File: config.mk
export PLATFORM = sky130hd
export DESIGN_NAME = jk_bank_sequencer
export DESIGN_NICKNAME = d
export VERILOG_FILES = /design/src/rtl/jk_bank_sequencer.sv
export SDC_FILE = /design/constraint.sdc
export NUM_CORES = 1
export LEC_CHECK = 0
export ABC_AREA = 1
export CAP_MARGIN = 20
export CORE_MARGIN = 4
export CORE_UTILIZATION = 45
export CTS_BUF_LIST = sky130_fd_sc_hd__clkbuf_8
export CTS_CLUSTER_SIZE = 14
export DETAILED_ROUTE_END_ITERATION = 8
export PLACE_DENSITY = 0.71
export SLEW_MARGIN = 10
export SYNTH_ARGS = -nofsm -noshare
export SYNTH_HDL_FRONTEND = slang
export SYNTH_SLANG_ARGS = --single-unit
File: constraint.sdc
create_clock -name clk -period 2.3 [get_ports clk]
set_input_delay 0.46 -clock clk [delete_from_list [all_inputs] [get_ports clk]]
set_output_delay 0.46 -clock clk [all_outputs]
set_load 0.1 [all_outputs]
File: src/rtl/jk_bank_sequencer.sv
// rtl/jk_bank_sequencer.sv - command-driven sequencer for a bank of JK storage cells
module jk_bank_sequencer #(
  parameter int WIDTH = 4
) (
  input  logic             clk,
  input  logic             clear,
  input  logic             cmd_valid,
  output logic             cmd_ready,
  input  logic [2:0]       cmd_op,
  input  logic [WIDTH-1:0] cmd_data,
  input  logic [7:0]       cmd_count,
  output logic [WIDTH-1:0] j,
  output logic [WIDTH-1:0] k,
  output logic [WIDTH-1:0] q,
  output logic             busy,
  output logic             done
);

  localparam logic [1:0] ST_IDLE = 2'd0;
  localparam logic [1:0] ST_RUN  = 2'd1;
  localparam logic [1:0] ST_DONE = 2'd2;

  localparam logic [2:0] OP_HOLD   = 3'b000;
  localparam logic [2:0] OP_CLEAR  = 3'b001;
  localparam logic [2:0] OP_LOAD   = 3'b010;
  localparam logic [2:0] OP_INVERT = 3'b011;
  localparam logic [2:0] OP_UP     = 3'b100;
  localparam logic [2:0] OP_DOWN   = 3'b101;
  localparam logic [2:0] OP_SHIFT  = 3'b110;
  localparam logic [2:0] OP_ROTATE = 3'b111;

  logic [1:0]       state;
  logic [2:0]       op_r;
  logic [WIDTH-1:0] data_r;
  logic [8:0]       remaining;
  logic [WIDTH-1:0] t;
  logic             carry;
  logic             cmd_multi;

  assign cmd_ready = (state == ST_IDLE) && !clear;
  assign busy      = (state != ST_IDLE);
  assign done      = (state == ST_DONE);
  assign cmd_multi = (cmd_op == OP_HOLD) || cmd_op[2];

  always_comb begin
    j     = '0;
    k     = '0;
    t     = '0;
    carry = 1'b1;
    if (state == ST_RUN) begin
      case (op_r)
        OP_CLEAR:  k = '1;
        OP_LOAD:   begin j = data_r; k = ~data_r; end
        OP_INVERT: begin j = data_r; k = data_r; end
        // Ripple the toggle enable through the bank like a synchronous counter.
        OP_UP: begin
          for (int i = 0; i < WIDTH; i++) begin
            j[i]  = carry;
            k[i]  = carry;
            carry = carry & q[i];
          end
        end
        OP_DOWN: begin
          for (int i = 0; i < WIDTH; i++) begin
            j[i]  = carry;
            k[i]  = carry;
            carry = carry & ~q[i];
          end
        end
        OP_SHIFT:  begin t = {q[WIDTH-2:0], data_r[0]}; j = t; k = ~t; end
        OP_ROTATE: begin t = {q[WIDTH-2:0], q[WIDTH-1]}; j = t; k = ~t; end
        default: ;
      endcase
    end
  end

  always_ff @(posedge clk) begin
    if (clear) begin
      state     <= ST_IDLE;
      q         <= '0;
      remaining <= '0;
      op_r      <= OP_HOLD;
      data_r    <= '0;
    end else begin
      case (state)
        ST_IDLE: begin
          if (cmd_valid) begin
            op_r      <= cmd_op;
            data_r    <= cmd_data;
            remaining <= !cmd_multi ? 9'd1 :
                         (cmd_count == 8'd0) ? 9'd256 : {1'b0, cmd_count};
            state     <= ST_RUN;
          end
        end
        ST_RUN: begin
          // JK rule per cell: set, reset, toggle or hold.
          q         <= (j & ~q) | (~k & q);
          remaining <= remaining - 9'd1;
          if (remaining == 9'd1) state <= ST_DONE;
        end
        default: state <= ST_IDLE;
      endcase
    end
  end

endmodule

### Word level (Yosys, flattened, before mapping)

Cells that the tools add are included.

* bits in registers: 22
* output and inout port bits: 15
* bits of input ports: 18

* muxes and demuxes: 11
* add/sub/neg operators: 1
* equality and inequality tests: 12
* reduce and logical (&&, ||, !) cells: 12
* bitwise gates (word level): 15

Operators with widths (number)
* case mux 4 bit (7 select lines): 1
* two-way mux 9 bit: 3
* NOT 4 bit: 5
* case mux 4 bit (5 select lines): 1
* case mux 9 bit (2 select lines): 1
* == test 3 bit (second input constant): 4
* == test 9 x 1 -> 1 bit (second input constant): 1
* subtractor 9 x 1 -> 9 bit (second input constant): 1
* AND 4 bit: 2
* logical NOT 8 bit: 1
* two-way mux 4 bit: 2
* == test 3 x 2 -> 1 bit (second input constant): 2
* AND reduction 2 bit: 3
* AND 1 bit: 4
* two-way mux 2 bit: 2
* OR 4 bit: 1
* case mux 2 bit (2 select lines): 1
* nonzero test 2 bit: 2
* == test 3 x 1 -> 1 bit (second input constant): 1
* logical NOT 3 bit: 1
* NOT 1 bit: 3
* == test 2 x 1 -> 1 bit (second input constant): 1
* == test 2 bit (second input constant): 1
* logical NOT 2 bit: 1
* 6 further kinds: 6

### Longest topological paths before layout

* depth in word-level cells: 8
* depth in mapped cells: 9
* gate-level depth less buffers: 9

### Worst setup path before layout

Ideal clock, no wire load.

* path type: register to output
* start point: register q[0]
* end point: output j[3]
* arrival time: 2.945 ns
* buffers on the path: 0
* stages on the path, launching flop included: 5
* slack: -1.105 ns
* path through: dfxtp_1 > nand3_1 > nor2_1 > nor2_4 > a31oi_1

* longest elaborated chain between the ends: 5
* elaborated cells on any way between the ends: 7
* classes of those cells: 2 x mux; 5 x bitwise

Ends and longest elaborated chain
* start, declared: RTL line 14 `output logic [WIDTH-1:0] q,`
* start signal, assigned: RTL line 97 `q <= (j & ~q) | (~k & q);`
* NOT 1 bit: RTL line 67 `carry = carry & ~q[i];`
* AND 1 bit (2 in series): RTL line 67
* case mux 4 bit (5 select lines) (*): RTL line 51 `case (op_r)`
* two-way mux 4 bit (*): RTL line 50 `if (state == ST_RUN) begin`
* end, declared: RTL line 12 `output logic [WIDTH-1:0] j,`

Mark *: on every way between the ends. The rest lies on a longest branch, timed or not.

### Worst setup path in the final report

* start point: register op_r[2]
* end point: output j[2]

* longest elaborated chain between the ends: 4
* elaborated cells on any way between the ends: 9
* classes of those cells: 6 x eq/ne; 2 x mux; 1 x reduce/logical

Ends and longest elaborated chain
* start, declared: RTL line 33 `logic [2:0] op_r;`
* start signal, assigned: RTL line 88 `op_r <= cmd_op;`
* == test 3 x 2 -> 1 bit: RTL line 51
* OR reduction 2 bit (no source line)
* case mux 4 bit (5 select lines) (*): RTL line 51
* two-way mux 4 bit (*): RTL line 50

Marked as above.

==> flow_summary.ini <==
[run_status]
outcome = complete, no violations

[floorplanning]
die-height_um = 67.4
die_area_um2 = 4550
start_util_pct = 47.3
die_width_um = 67.4
num_rows = 21
coreArea_um2 = 3360
ios = 33

[synth]
synth_seq_cells = 22
synth_seq_area_share_pct = 27.7
syn_nets = 278
ys_types = 28
yosys_warnings = 0
netlist_area_um2 = 1590
syn_inst = 258
postSynthAreaPerCell_um2 = 6.16

[finish]
fin_util_pct = 64.4
antennaDiodeCount = 0
nets = 309
area_growth_pct = 36.2
drive_gt1_share_pct = 19.4
design_area_um2 = 2170

[routing]
dr.pass1.iters = 4
drtIter0Drc = 97
wl_per_cell_um = 12.3
num_vias = 1696
ant_nets = 0
vias_per_cell = 5.08
route.detailed.drc = 0
postRouteWirelength_mm = 4.12

[job]
cap_violations = 0

[critical_path]
endpoint = j[2]
worst_ep_arrival_time_ns = 1.64
required_ns = 1.84
rr_endpoint = q[2]
critPathLaunchType = flip-flop
crit_start = op_r[2]
worstPathMaxFanout = 12
path_class = flip-flop to output pin
r2r_cells = 8
r2r-start = op_r[2]
end_kind = output pin
rrSetupSlack_ns = 0.90

[timing]
holdWs_ns = 0.483
finClkSkew_ns = 0.00562
setup_tns_ns = 0
fin_crit_sh_pct = 91.3
worst_pin_slew_ns = 0.432
max-slew-margin-rel_pct = 71.1
fmax_mhz = 476
period_needed_ns = 2.10
rsz0062_at_grt = false
drv_slew = 0
finalHoldViolCount = 0
setup_viol = 0

[min_path]
hold_path_depth = 2
hold_path_class = flip-flop to flip-flop

[clock_network]
ctsRootBufferMaster = clkbuf_8
cts_hold_buf = 0
clk_pin_slew_ns = 0.09
clk_path_buf_depth = 2
cts_tree = built
clock_latency_ns = 0.27
h-tree-depth = 1
clock_sinks = 22
cts_buffers = 3

[grt]
first_global_vias = 1556
grt_usage_pct = 19.8
grt_start_max_net_pins = 20
grt_pass1_wl_mm = 6.91
grt_overflow_total = 0
antenna_found_initial = 0

[placed_design]
postPlaceCellArea_um2 = 2090
dpl.hpwl_mm = 3.30
gp_congestion = 0.854
port_buffers = 32

[pwr]
finalPower_mw = 1.35
p_leak_nw = 0.962
power_frac_comb_pct = 38.9
power_switching_share_pct = 38.6
p_int_uw = 831
switchingPower_uw = 522
powerDensity_nw_per_um2 = 625
peakVddDrop_mv = 0.429
pwr-share-seq_pct = 33.9
clkPwrFrac_pct = 27.2
how the worst min path moves through the flow:
stage / from / endpoint
floorplan: remaining[7] / remaining[7]
global placement: remaining[1] / remaining[1]
detailed placement: remaining[1] / remaining[1]
CTS: remaining[1] / remaining[1]
global route: remaining[1] / remaining[1]
finish: remaining[1] / remaining[1]
synthesized netlist by cell type, drive strengths merged:
library cell	count	area, um2
nand4	6	43.8
nand3	30	178
a21oi	18	93.8
nand3b	3	26.3
ha	2	25.0
o21ai	17	85.1
o211ai	3	22.5
nor2	50	229
nor3	2	10.0
or2	1	6.26
buf	8	50.1
dfxtp	22	440
nand2	54	210
a31oi	4	25.0
inv	38	145
layout by cell type, fill, tap and decap left out, types with 6 or more instances in the layout:
cell,count
nand2_1,51
o21ai_0,15
buf_12,9
inv_1,32
nor2_4,6
buf_4,8
clkdlybuf4s50_1,17
nor2_1,42
dfxtp_1,16
a21oi_1,16
nand3_1,26
dfxtp_2,6
repair_timing:
action / CTS / global route
endpoints found under the setup margin: 0 / 6
resized for setup: 0 / 2
setup buffers: 0 / 0
cell type report:
type / instances / area, um2
Clock buffer: 3 / 41.3
Clock inverter: 1 / 30.0
Fill cell: 345 / 1200
Inverter: 38 / 145
Multi-Input combinational cell: 190 / 1030
Sequential cell: 22 / 448
Tap cell: 46 / 57.6
Timing Repair Buffer: 34 / 410
registers in the layout, summed over array words and instances (netlist names):
| signal | cells |
|---|---|
| op_r | 3 |
| state | 2 |
| q | 4 |
| remaining | 9 |
| data_r | 4 |
through the flow:
stage / instances / worst slack (ns)
2_1_floorplan: 258 / 0.115
3_3_place_gp: 330 / 0.397
3_5_place_dp: 330 / 0.374
4_1_cts: 334 / 0.0766
5_1_grt: 334 / 0.0776
6_report: 334 / 0.201
routing by layer:
layer  global-route usage [%]  wire length, um
met1                     23.7             1790
met2                     36.2             2110
met3                     2.83              149
met4                     6.33               69
met5                        0                0
power groups by stage:
stage	clock (mW)	sequential, mW	combinational (mW)
detailed placement	0	0.466	0.527
floorplan	0	0.470	0.379
global placement	0	0.466	0.523
global route	0.390	0.464	0.581
CTS	0.372	0.457	0.529
finish	0.368	0.459	0.526
worst max-delay path, stage by stage, from the launching register on:
cell and delay, ns:
dfxtp_2 0.39, inv_1 0.21, nand3_2 0.14, nand2_2 0.11
nand2_1 0.12, a31oi_4 0.21, buf_12 0.19
logic make-up (layout without fill, tap and decap cells):
logic type	Yosys count	after routing	synth area share [%]
AND/OR/NAND/NOR	146	146	44.2
flip-flops	22	22	27.7
adder cells (fa/ha/maj)	2	2	1.57
buffers and inverters	46	76	12.3
AO/OA/AOI/OAI	42	42	14.2
Power figures use the tool's default switching activity.
